===== src/rtl/brightness_pkg.sv =====
// Shared types and helpers for the brightness datapath writers.
package brightness_pkg;

  typedef enum logic [1:0] {IDLE, ARMED, WRITE, DONE_ST} wb_state_t;

  localparam int PE_W  = 16;
  localparam int PIX_W = 8;

  // Clamp a signed lane to the unsigned pixel range.
  function automatic logic [PIX_W-1:0] lane_sat(input logic signed [PE_W-1:0] x);
    if (x[PE_W-1])
      return '0;
    else if (|x[PE_W-2:PIX_W])
      return '1;
    else
      return x[PIX_W-1:0];
  endfunction

endpackage


===== src/rtl/result_ram_writer_pixel_saturator.sv =====
// Combinational clamp of one signed array lane to an unsigned RAM pixel.
module pixel_saturator #(
  parameter int PE_DATA_WIDTH  = 16,
  parameter int RAM_DATA_WIDTH = 8
) (
  input  logic [PE_DATA_WIDTH-1:0]  lane_in,
  output logic [RAM_DATA_WIDTH-1:0] pixel_out
);

  always_comb begin
    if (lane_in[PE_DATA_WIDTH-1])
      pixel_out = '0;
    else if (|lane_in[PE_DATA_WIDTH-2:RAM_DATA_WIDTH])
      pixel_out = '1;
    else
      pixel_out = lane_in[RAM_DATA_WIDTH-1:0];
  end

endmodule


===== src/rtl/result_ram_writer.sv =====
// Write-back end of the brightness datapath: buffers result vectors and
// writes saturated pixels sequentially into the output RAM.
module result_ram_writer
  import brightness_pkg::*;
#(
  parameter int RAM_ADDR_WIDTH = 6,
  parameter int RAM_DATA_WIDTH = 8,
  parameter int PE_DATA_WIDTH  = 16,
  parameter int DEPTH          = 4
) (
  input  logic                             clk,
  input  logic                             reset,
  input  logic                             start,
  input  logic [PE_DATA_WIDTH*DEPTH-1:0]   data_in,
  input  logic                             in_valid,
  output logic                             in_ready,
  output logic                             ram_we,
  output logic [RAM_ADDR_WIDTH-1:0]        ram_address,
  output logic [RAM_DATA_WIDTH-1:0]        ram_wdata,
  output logic                             busy,
  output logic                             done
);

  localparam int CW = (DEPTH > 1) ? $clog2(DEPTH) : 1;
  localparam logic [CW-1:0]             LAST_LANE = CW'(DEPTH - 1);
  localparam logic [RAM_ADDR_WIDTH-1:0] STEP      = RAM_ADDR_WIDTH'(DEPTH);
  localparam logic [RAM_ADDR_WIDTH-1:0] LAST_BASE = RAM_ADDR_WIDTH'((1 << RAM_ADDR_WIDTH) - DEPTH);

  wb_state_t                     state_q, state_d;
  logic [RAM_ADDR_WIDTH-1:0]     base_addr_q, base_addr_d;
  logic [CW-1:0]                 word_counter_q, word_counter_d;
  logic [PE_DATA_WIDTH-1:0]      lane_buf_q [DEPTH];
  logic [PE_DATA_WIDTH-1:0]      lane_buf_d [DEPTH];

  logic                          last_lane, last_block, transfer;
  logic [RAM_DATA_WIDTH-1:0]     sat_pixel;

  assign last_lane  = (word_counter_q == LAST_LANE);
  assign last_block = (base_addr_q == LAST_BASE);
  assign transfer   = in_valid && in_ready;

  always_ff @(posedge clk or posedge reset) begin
    if (reset) begin
      state_q        <= IDLE;
      base_addr_q    <= '0;
      word_counter_q <= '0;
      for (int i = 0; i < DEPTH; i++) lane_buf_q[i] <= '0;
    end else begin
      state_q        <= state_d;
      base_addr_q    <= base_addr_d;
      word_counter_q <= word_counter_d;
      lane_buf_q     <= lane_buf_d;
    end
  end

  always_comb begin
    state_d        = state_q;
    base_addr_d    = base_addr_q;
    word_counter_d = word_counter_q;
    lane_buf_d     = lane_buf_q;
    case (state_q)
      IDLE: begin
        if (start) begin
          state_d        = ARMED;
          base_addr_d    = '0;
          word_counter_d = '0;
        end
      end
      ARMED: begin
        if (transfer) state_d = WRITE;
      end
      WRITE: begin
        if (last_lane) begin
          word_counter_d = '0;
          base_addr_d    = base_addr_q + STEP;
          // A vector accepted on the last lane keeps WRITE going with no bubble.
          if (last_block)     state_d = DONE_ST;
          else if (!transfer) state_d = ARMED;
        end else begin
          word_counter_d = word_counter_q + CW'(1);
        end
      end
      DONE_ST: state_d = IDLE;
      default: state_d = IDLE;
    endcase
    if (transfer) begin
      for (int i = 0; i < DEPTH; i++)
        lane_buf_d[i] = data_in[i*PE_DATA_WIDTH +: PE_DATA_WIDTH];
    end
  end

  pixel_saturator #(
    .PE_DATA_WIDTH (PE_DATA_WIDTH),
    .RAM_DATA_WIDTH(RAM_DATA_WIDTH)
  ) u_sat (
    .lane_in  (lane_buf_q[word_counter_q]),
    .pixel_out(sat_pixel)
  );

  // Outputs decode registers only, so reset clears them without a clock edge.
  always_comb begin
    in_ready    = (state_q == ARMED) || ((state_q == WRITE) && last_lane && !last_block);
    ram_we      = (state_q == WRITE);
    ram_address = ram_we ? (base_addr_q + RAM_ADDR_WIDTH'(word_counter_q)) : '0;
    ram_wdata   = ram_we ? sat_pixel : '0;
    busy        = (state_q != IDLE);
    done        = (state_q == DONE_ST);
  end

endmodule

===== config.mk =====
export PLATFORM = sky130hd
export DESIGN_NAME = result_ram_writer
export DESIGN_NICKNAME = d
export VERILOG_FILES = /design/src/rtl/brightness_pkg.sv /design/src/rtl/result_ram_writer_pixel_saturator.sv /design/src/rtl/result_ram_writer.sv
export SDC_FILE = /design/constraint.sdc
export NUM_CORES = 1
export LEC_CHECK = 0
export BUFFER_PORTS_ARGS = -buffer_cell sky130_fd_sc_hd__buf_2
export CORE_ASPECT_RATIO = 0.7
export CORE_MARGIN = 2
export CORE_UTILIZATION = 55
export CTS_BUF_LIST = sky130_fd_sc_hd__clkbuf_2
export CTS_CLUSTER_DIAMETER = 100
export CTS_CLUSTER_SIZE = 10
export DETAILED_ROUTE_END_ITERATION = 10
export PLACE_DENSITY = 0.79
export SYNTH_ARGS = -nofsm -noshare
export SYNTH_HDL_FRONTEND = slang
export SYNTH_HIERARCHICAL = 1
export SYNTH_SLANG_ARGS = --single-unit

===== constraint.sdc =====
create_clock -name clk -period 4.3 [get_ports clk]
set_clock_uncertainty 0.2 [all_clocks]
set_input_delay 0.86 -clock clk [delete_from_list [all_inputs] [get_ports clk]]
set_output_delay 0.86 -clock clk [all_outputs]
set_load 0.1 [all_outputs]

==> impl_metrics.csv <==
group,metric,value,unit
timing,grt_setup_unrepaired,"false",
clocking,cts_root_buf,"clkbuf_2",
grt,first_global_vias,3511,
floorplan,core,7905,µm²
critical_path,crit_required,3.24,ns
logic_synthesis,syn-num-nets,460,
drt,finalWirelength,11510,µm
clocking,ctsResizeCount,0,
run,drv_cap,0,
drt,avgRoutedWirePerCell,20.48,µm
critical_path,path_depth,6,
finish,finalInstanceArea,5097,µm²
critical_path,startpoint_type,"register",
critical_path,crit_chain,"buf_4 -> mux4_2 -> nor2_1 -> a31oi_1 -> and2_1 -> buf_2",
drt,drt_first_iter_violations,231,
floorplan,dieWidth,112.1,µm
grt,grt_util_all_layers,27.24,%
critical_path,end_kind,"primary output",
logic_synthesis,synth-edff-count,0,
clocking,ctsHoldBuffers,0,
place,placed_area,4942,µm²
grt,grt_max_degree,64,
critical_path,crit_buf_inv,2,
floorplan,num_rows,27,
finish,fin_nets,526,
timing,relSlewSlack,22.23,%
timing,period_share,94.66,%
floorplan,io_pins,86,
place,routabilityCongestion,0.8088,
drt,drc_errors,0,
logic_synthesis,syn_area,4497,µm²
critical_path,reg2regPathDepth,6,
critical_path,crit_type,"register to primary output",
logic_synthesis,syn_inst,390,
clocking,h-tree-depth,3,
timing,timing.final.ws_setup,0.2298,ns
min_path,hold_class,"input port to async pin",
logic_synthesis,async_flop_share,100.0,%
grt,antenna_found_initial,0,
critical_path,cp.arrival,3.01,ns
clocking,clk_pin_slew,0.22,ns
clocking,numClockSinks,72,
clocking,cts_buffers,9,
logic_synthesis,avgSynthCellArea,11.53,µm²
timing,finalSetupTns,0,ns
grt,grt_pass1_wl,18780,µm
finish,syn_to_final_growth,13.36,%
clocking,cts_buffer_depth,2,
logic_synthesis,synth-seq-cells,72,
clocking,cts_tree,"built",
logic_synthesis,synth_ff_type,"dfrtp_1",
floorplan,die_y,79.65,µm
drt,vias,3667,
drt,viasPerCell,6.525,
critical_path,critical-path-slowest-cell,"dfrtp_1",
power,peakVddDrop,0.0004300,V
place,dpl.hpwl,8099,µm
timing,worst_pin_slew,1.167,ns
power,p_per_area,782.4,nW/µm²
place,dp_slack,0.8961,ns
place,portBuffers,85,
logic_synthesis,ys_warn_count,6,
floorplan,die_area,8927,µm²
finish,nFillCells,644,
finish,antenna_cells,0,
grt,globalRoute.totalOverflow,0,
logic_synthesis,synth_cell_types,31,
logic_synthesis,ys_seq_area_share,40.07,%
finish,drive_above_1_share,34.71,%
timing,drv_slew,0,
timing,hold_viol,0,
timing,fmax,0.2457,GHz
floorplan,start_util,56.89,%
power,p_leak,2.225,nW
clocking,postCtsSetupBuffers,0,
timing,finalCriticalPeriod,4.070,ns
critical_path,cp_max_fo,9,
run_status,outcome,"complete, no violations",
drt,drt-pass1-iter-count,5,
critical_path,slowest_delay,0.65,ns
timing,finalSetupViolations,0,
critical_path,critPathTopFamily,"simple AND/OR/NAND/NOR gates",
clocking,clk_latency,0.52,ns
drt,ant_nets,0,
-- kinds of logic after synthesis --
kind of cell	synth area share [%]
compound gates	19.53
fa+ha+maj	0.5564
buf+inv	5.203
flops	40.07
mux	16.44
simple gates	18.20
-- state kept, by name (all words and copies together) (netlist names) --
register	count
base_addr_q	4
state_q	2
word_counter_q	2
lane_buf_q	64
-- final timing paths --
path	startpoint	end	slack, ns
setup / recovery	word_counter_q[0]	ram_wdata[1]	0.23
hold / removal	reset	state_q[1]	0.30
setup reg to reg	word_counter_q[1]	lane_buf_q[61]	1.28
hold reg to reg	lane_buf_q[59]	lane_buf_q[59]	0.35
max in group asynchronous	reset	lane_buf_q[48]	2.80
min in group clk	lane_buf_q[59]	lane_buf_q[59]	0.35
-- stage by stage --
step | utilization (%) | hold slack (ns) | std cells | power, mW
final | 64.48 | 0.2998 | 562 | 3.988
after global routing | 64.48 | 0.3092 | 562 | 4.208
after CTS | 64.48 | 0.2890 | 562 | 3.979
after detailed placement | 62.52 | 0.3022 | 546 | 3.485
after global placement | 62.52 | 0.2981 | 546 | 3.405
after floorplan | - | 0.2759 | 390 | 3.035
-- cells in the mapped netlist (all sizes together), types with 2 or more instances --
cell    instances  share of area (%)
dfrtp          72                 40
a221o          71                 16
and2           48                6.7
nor2b          36                5.0
mux2           27                8.4
buf            21                3.3
clkbuf         21                1.8
mux4           16                8.0
nand3          16                1.8
nor2           10               0.83
a31oi           9                1.3
a22o            7                1.4
nand2b          7               0.97
nand4b          7                1.4
nand2           5               0.42
o21ai           3               0.33
a21oi           2               0.22
ha              2               0.56
inv             2               0.17
-- worst reg2reg max path, cell delays in order, from the launching register on --
cell and delay [ns]:
dfrtp_1 0.61, buf_4 0.31, ha_1 0.41, and4b_1 0.27
a22o_1 0.30, buf_4 0.42, mux2_2 0.42
-- per-layer routing --
layer	wire length [µm]	GRT usage, %
met4	164	7.927
met1	5181	39.40
met5	0	0
met2	5191	40.79
met3	972	7.062
-- final cells by class --
type                       instances  area, µm²  area share, %
multi-input combinational        274       2479          48.63
sequential                        72       1802          35.35
timing repair buffer              97      528.0          10.36
tap                              101      126.4          2.479
clock inverter                     7      110.1          2.160
clock buffer                       9      45.04         0.8837
inverter                           2      7.507         0.1473
-- layout by cell type, fill, tap and decap left out, types with 2 or more instances in the layout --
| cell type | instances |
|---|---|
| nand2_1 | 5 |
| a21oi_1 | 2 |
| mux2_2 | 7 |
| bufinv_16 | 3 |
| clkbuf_2 | 9 |
| nand4b_1 | 7 |
| clkinv_1 | 2 |
| buf_2 | 85 |
| dfrtp_1 | 72 |
| buf_4 | 11 |
| a22o_1 | 7 |
| mux2_4 | 20 |
| mux4_2 | 16 |
| nor2_1 | 10 |
| nor2b_1 | 35 |
| and2_1 | 48 |
| nand3_1 | 16 |
| a221o_1 | 71 |
| nand2b_1 | 7 |
| o21ai_0 | 3 |
| a31oi_1 | 8 |
| ha_1 | 2 |
-- power by group --
group	total, mW	internal, mW	switching [mW]
Clock	0.487	0.246	0.241
Sequential	1.37	1.01	0.364
Combinational	2.13	0.989	1.14
Note: power is estimated with default switching activity, not from simulation.
